$ cat config.mk
export PLATFORM = sky130hd
export DESIGN_NAME = update_knn_mac_pipe
export DESIGN_NICKNAME = d
export VERILOG_FILES = /design/src/rtl/update_knn_mac_pipe.sv
export SDC_FILE = /design/constraint.sdc
export NUM_CORES = 1
export LEC_CHECK = 0
export BUFFER_PORTS_ARGS = -buffer_cell sky130_fd_sc_hd__buf_2
export CAP_MARGIN = 20
export CORE_AREA = 2 2 186 152
export DETAILED_ROUTE_END_ITERATION = 12
export DIE_AREA = 0 0 188 154
export PLACE_DENSITY = 0.86
export SYNTH_ARGS = -nofsm -noshare
export SYNTH_HDL_FRONTEND = slang
export SYNTH_SLANG_ARGS = --single-unit
$ cat constraint.sdc
create_clock -name clk -period 12.4 [get_ports clk]
set_input_delay 0.62 -clock clk [delete_from_list [all_inputs] [get_ports clk]]
set_output_delay 0.62 -clock clk [all_outputs]
set_load 0.05 [all_outputs]
$ cat src/rtl/update_knn_mac_pipe.sv
// Pipelined multiply / multiply-accumulate unit with valid/ready flow control.
// Operands -> product -> delay stages -> output register with group accumulator.
module update_knn_mac_pipe #(
  parameter int DIN0_WIDTH = 17,
  parameter int DIN1_WIDTH = 15,
  parameter int DOUT_WIDTH = 48,
  parameter int NUM_STAGE  = 3,
  parameter int SIGNED     = 0
) (
  input  logic                  clk,
  input  logic                  reset,
  input  logic                  ce,
  input  logic                  in_valid,
  output logic                  in_ready,
  input  logic [DIN0_WIDTH-1:0] din0,
  input  logic [DIN1_WIDTH-1:0] din1,
  input  logic                  acc_en,
  input  logic                  last,
  output logic                  out_valid,
  input  logic                  out_ready,
  output logic [DOUT_WIDTH-1:0] dout,
  output logic                  ovf
);

  localparam int PW = DIN0_WIDTH + DIN1_WIDTH;
  localparam int MS = DOUT_WIDTH - 1;

  logic                  adv;
  logic [NUM_STAGE:1]    v;
  logic [NUM_STAGE:1]    ae;
  logic [NUM_STAGE:1]    ls;
  logic [DIN0_WIDTH-1:0] a0;
  logic [DIN1_WIDTH-1:0] a1;
  logic [PW-1:0]         pr [2:NUM_STAGE];
  logic [PW-1:0]         x0;
  logic [PW-1:0]         x1;
  logic [PW-1:0]         prod;
  logic [DOUT_WIDTH-1:0] pe;
  logic [DOUT_WIDTH-1:0] acc;
  logic [DOUT_WIDTH-1:0] sum;
  logic [DOUT_WIDTH:0]   wide;
  logic                  sticky;
  logic                  wrap;
  logic                  emit_p;
  logic                  add_only;
  logic                  emit_sum;

  // Whole pipe moves as one; a held result blocks everything behind it.
  assign adv      = ce && (!out_valid || out_ready);
  assign in_ready = adv;

  // Full-width product of the stage-1 operands, extended to PW first.
  always_comb begin
    x0 = '0;
    x1 = '0;
    if (SIGNED != 0) begin
      x0 = PW'($signed(a0));
      x1 = PW'($signed(a1));
    end else begin
      x0 = PW'(a0);
      x1 = PW'(a1);
    end
    prod = x0 * x1;
  end

  // Operand, product and delay stages carrying valid and sideband.
  always_ff @(posedge clk or posedge reset) begin
    if (reset) begin
      v  <= '0;
      ae <= '0;
      ls <= '0;
      a0 <= '0;
      a1 <= '0;
      for (int k = 2; k <= NUM_STAGE; k++)
        pr[k] <= '0;
    end else if (adv) begin
      v[1]  <= in_valid;
      ae[1] <= acc_en;
      ls[1] <= last;
      a0    <= din0;
      a1    <= din1;
      pr[2] <= prod;
      for (int k = 2; k <= NUM_STAGE; k++) begin
        v[k]  <= v[k-1];
        ae[k] <= ae[k-1];
        ls[k] <= ls[k-1];
      end
      for (int k = 3; k <= NUM_STAGE; k++)
        pr[k] <= pr[k-1];
    end
  end

  // Extend the final product, add to the accumulator, detect wrap.
  always_comb begin
    pe = '0;
    if (SIGNED != 0)
      pe = DOUT_WIDTH'($signed(pr[NUM_STAGE]));
    else
      pe = DOUT_WIDTH'(pr[NUM_STAGE]);
    wide = {1'b0, acc} + {1'b0, pe};
    sum  = wide[DOUT_WIDTH-1:0];
    if (SIGNED != 0)
      wrap = (acc[MS] == pe[MS]) && (sum[MS] != acc[MS]);
    else
      wrap = wide[DOUT_WIDTH];
    emit_p   = v[NUM_STAGE] && !ae[NUM_STAGE];
    add_only = v[NUM_STAGE] && ae[NUM_STAGE] && !ls[NUM_STAGE];
    emit_sum = v[NUM_STAGE] && ae[NUM_STAGE] && ls[NUM_STAGE];
  end

  // Output register and group accumulator; groups close on last.
  always_ff @(posedge clk or posedge reset) begin
    if (reset) begin
      out_valid <= 1'b0;
      dout      <= '0;
      ovf       <= 1'b0;
      acc       <= '0;
      sticky    <= 1'b0;
    end else if (adv) begin
      unique case (1'b1)
        emit_p: begin
          out_valid <= 1'b1;
          dout      <= pe;
          ovf       <= 1'b0;
        end
        add_only: begin
          out_valid <= 1'b0;
          acc       <= sum;
          sticky    <= sticky | wrap;
        end
        emit_sum: begin
          out_valid <= 1'b1;
          dout      <= sum;
          ovf       <= sticky | wrap;
          acc       <= '0;
          sticky    <= 1'b0;
        end
        default: out_valid <= 1'b0;
      endcase
    end
  end

endmodule
==> results.cfg <==
[cells_and_area]
mostFrequentLayoutCells = 477 x nand2_1, 242 x inv_1, 204 x dfrtp_1
area_delta_synth_final_pct = 7.624
drive_above_1_share_pct = 7.896
fin_nets = 2422
final_cell_area_um2 = 19540
layout_commonest_cell = nand2_1

[critical_path]
cp-start-kind = flip-flop
cp_cell_sequence = and2_1 -> fa_1 -> inv_1 -> fa_1 -> inv_1 -> fa_1 -> inv_1 -> fa_1 -> inv_1 -> fa_1 -> inv_1 -> fa_1 -> inv_1 -> ha_1 -> a21oi_1 -> o211a_1 -> o21ai_0 -> o21ai_0 -> nand3_1 -> a311oi_1 -> o21ai_0 -> xnor2_1 -> o21ai_0
critPathRequiredTime_ns = 12.76
cp_max_fo = 16
reg2regPathDepth = 23
crit_slowest_cell = dfrtp_1
crit_buf_inv = 6
critical_path.top_delay_family = adder cells
cp-end-kind = flip-flop
cp.arrival_ns = 7.37
crit_cells = 23
cpPeakStageDelay_ns = 0.58
critical_path_class = flip-flop to flip-flop

[drt]
drt_iter0_drc = 1433
dr.pass1.iters = 5
vias_per_cell = 5.966
drt.antenna.violating_nets = 0
num_vias = 14570
avgRoutedWirePerCell_um = 18.91
wirelength_um = 46180
route.detailed.drc = 0

[global_route]
grt_usage_pct = 33.37
grt-ovfl-total = 0
grt_pass1_vias = 15090
grt_max_degree = 127
antenna_found_initial = 0
grt_pass1_wl_um = 77110

[synth]
synth_xor_area_share_pct = 3.571
synth-compound-area-share_pct = 12.05
synthSimpleGateAreaFrac_pct = 18.80
mappedNetlistArea_um2 = 18150
synth_cell_types = 61
syn-instance-count = 2038
synth_ff_type = dfrtp_1
synth_top_family_by_area = adder cells
yosys_warnings = 0
ys_async_sr_fraction_pct = 100.0
synthMuxAreaShare_pct = 0.1172
synth_fp_nets = 2399
ys_seq_area_share_pct = 28.12
avgSynthCellArea_um2 = 8.906
synth-edff-count = 0
synthAdderAreaFrac_pct = 30.22
synth.ff_latch_count = 204

[floorplan]
die_w_um = 188
rows = 54
coreArea_um2 = 26960
initial_core_util_pct = 67.33
num_io_pins = 90
die_area_um2 = 28950
die_y_um = 154

[timing]
max_freq_mhz = 142.6
finClkSkew_ns = 0.02347
period_needed_ns = 7.011
final_max_slew_viol_count = 0
rsz0062_at_grt = false
tightest_slew_ns = 1.207
hold_viol_final = 0
post-route-period-util_pct = 56.54
relSlewSlack_pct = 18.49
finalSetupViolCount = 0
setup_ws_ns = 5.389
fin_setup_tns_ns = 0

[clock_tree]
cts_setup_buffers = 0
cts_buffer_depth = 3
cts_tree = yes
cts.repair.resized = 0
clkSlewWorstSetupHoldPaths_ns = 0.06
cts.sinks = 204
cts_root_buf = clkbuf_16
htreeDepth = 1
clk-insertion-delay-late_ns = 0.52
cts_buffers = 23
cts_hold_buffers = 0

[placement]
place.gp.congestion = 0.9414
port_buffers = 89
post-place-ws_ns = 5.548
hpwl_um = 33660
placed_area_um2 = 18770

[worst_hold_path]
hp-class = primary input to async pin

[status]
status = finished clean

[job]
maxCapViolCount = 0
[per-layer routing]
| metal | up-vias | wire [um] | share of wire [%] | global-route usage, % |
|---|---|---|---|---|
| met5 | - | 0 | 0 | 0 |
| li1 | 6561 | - | - | - |
| met4 | 0 | 1338 | 2.9 | 9.974 |
| met2 | 668 | 20990 | 45 | 51.40 |
| met1 | 7232 | 19730 | 43 | 48.60 |
| met3 | 108 | 4120 | 8.9 | 6.254 |
[cell families after synthesis]
kind of cell	Yosys count
compound gates	335
xor+xnor	74
fa+ha+maj	322
buf+inv	344
flops	204
mux	2
simple gates	757
[per-stage QoR]
step / util (%) / hold WS (ns) / cells
after floorplan: - / 0.4348 / 2038
after global placement: 69.63 / 0.4503 / 2399
after detailed placement: 69.63 / 0.4592 / 2399
after CTS: 72.35 / 0.2859 / 2440
after global routing: 72.45 / 0.3053 / 2441
final: 72.46 / 0.2237 / 2442
[registers in the layout (all words and copies together) (netlist names)]
name	count
acc	48
dout	48
pe	32
pr	32
a0	17
a1	15
ae	3
ls	3
v	3
out_valid	1
ovf	1
sticky	1
[path summary, 6_finish.rpt]
| check | start | end | slack, ns |
|---|---|---|---|
| max | a0[10]$_DFFE_PP0P_ | pr[63]$_DFFE_PP0P_ | 5.39 |
| min | reset | dout[4]$_DFFE_PP0P_ | 0.22 |
| max reg2reg | a0[10]$_DFFE_PP0P_ | pr[63]$_DFFE_PP0P_ | 5.39 |
| min reg2reg | pr[50]$_DFFE_PP0P_ | pe[18]$_DFFE_PP0P_ | 0.47 |
| max in group asynchronous | reset | pr[48]$_DFFE_PP0P_ | 10.95 |
| min in group clk | din0[11] | a0[11]$_DFFE_PP0P_ | 0.29 |
[worst register-to-register path, cell delays in order (launching register included)]
cell	delay [ns]
dfrtp_1	0.58
and2_1	0.27
fa_1	0.54
inv_1	0.06
fa_1	0.54
inv_1	0.06
fa_1	0.51
inv_1	0.06
fa_1	0.50
inv_1	0.06
fa_1	0.54
inv_1	0.06
fa_1	0.53
inv_1	0.04
ha_1	0.35
a21oi_1	0.16
o211a_1	0.20
o21ai_0	0.18
o21ai_0	0.35
nand3_1	0.25
a311oi_1	0.56
o21ai_0	0.19
xnor2_1	0.16
o21ai_0	0.10
[final cells by class]
cell class	instances	area, um2
multi-input cells	1490	11780
well taps	364	455.4
inverters	244	923.4
repair buffers	98	533.0
diodes	1	2.502
fillers	1970	7423
flip-flops and latches	204	5105
clock inverters	9	83.83
clock buffers	32	649.4
[cell usage after synthesis, drive strengths merged (2+ instances only)]
cell type | n | area, um2
inv | 244 | 915.9
o21ai | 102 | 510.5
or2 | 3 | 18.77
a21oi | 78 | 397.9
dfrtp | 204 | 5105
nand2b | 3 | 18.77
nor2 | 54 | 202.7
o41ai | 4 | 53.81
xnor2 | 46 | 402.9
and3 | 12 | 75.07
a311oi | 3 | 26.28
a221o | 2 | 20.02
xor2 | 28 | 245.2
o21bai | 12 | 90.09
a221oi | 3 | 32.53
ha | 128 | 1602
a22o | 22 | 192.7
a211oi | 5 | 50.05
o2111ai | 3 | 26.28
o211ai | 6 | 58.81
or3 | 7 | 43.79
o21a | 6 | 45.04
and2 | 148 | 925.9
fa | 194 | 3884
nand3 | 22 | 110.1
clkbuf | 97 | 364.1
a31oi | 18 | 118.9
nand4 | 14 | 87.58
a21o | 36 | 270.3
o31ai | 25 | 197.7
nor3 | 9 | 70.07
nand2 | 478 | 1802
nor4 | 2 | 18.77
nor2b | 3 | 18.77
buf | 3 | 12.51
Power is left out: the tool's default activity adds up to more than one toggle a clock period on the data nets, which glitch-free logic cannot reach.
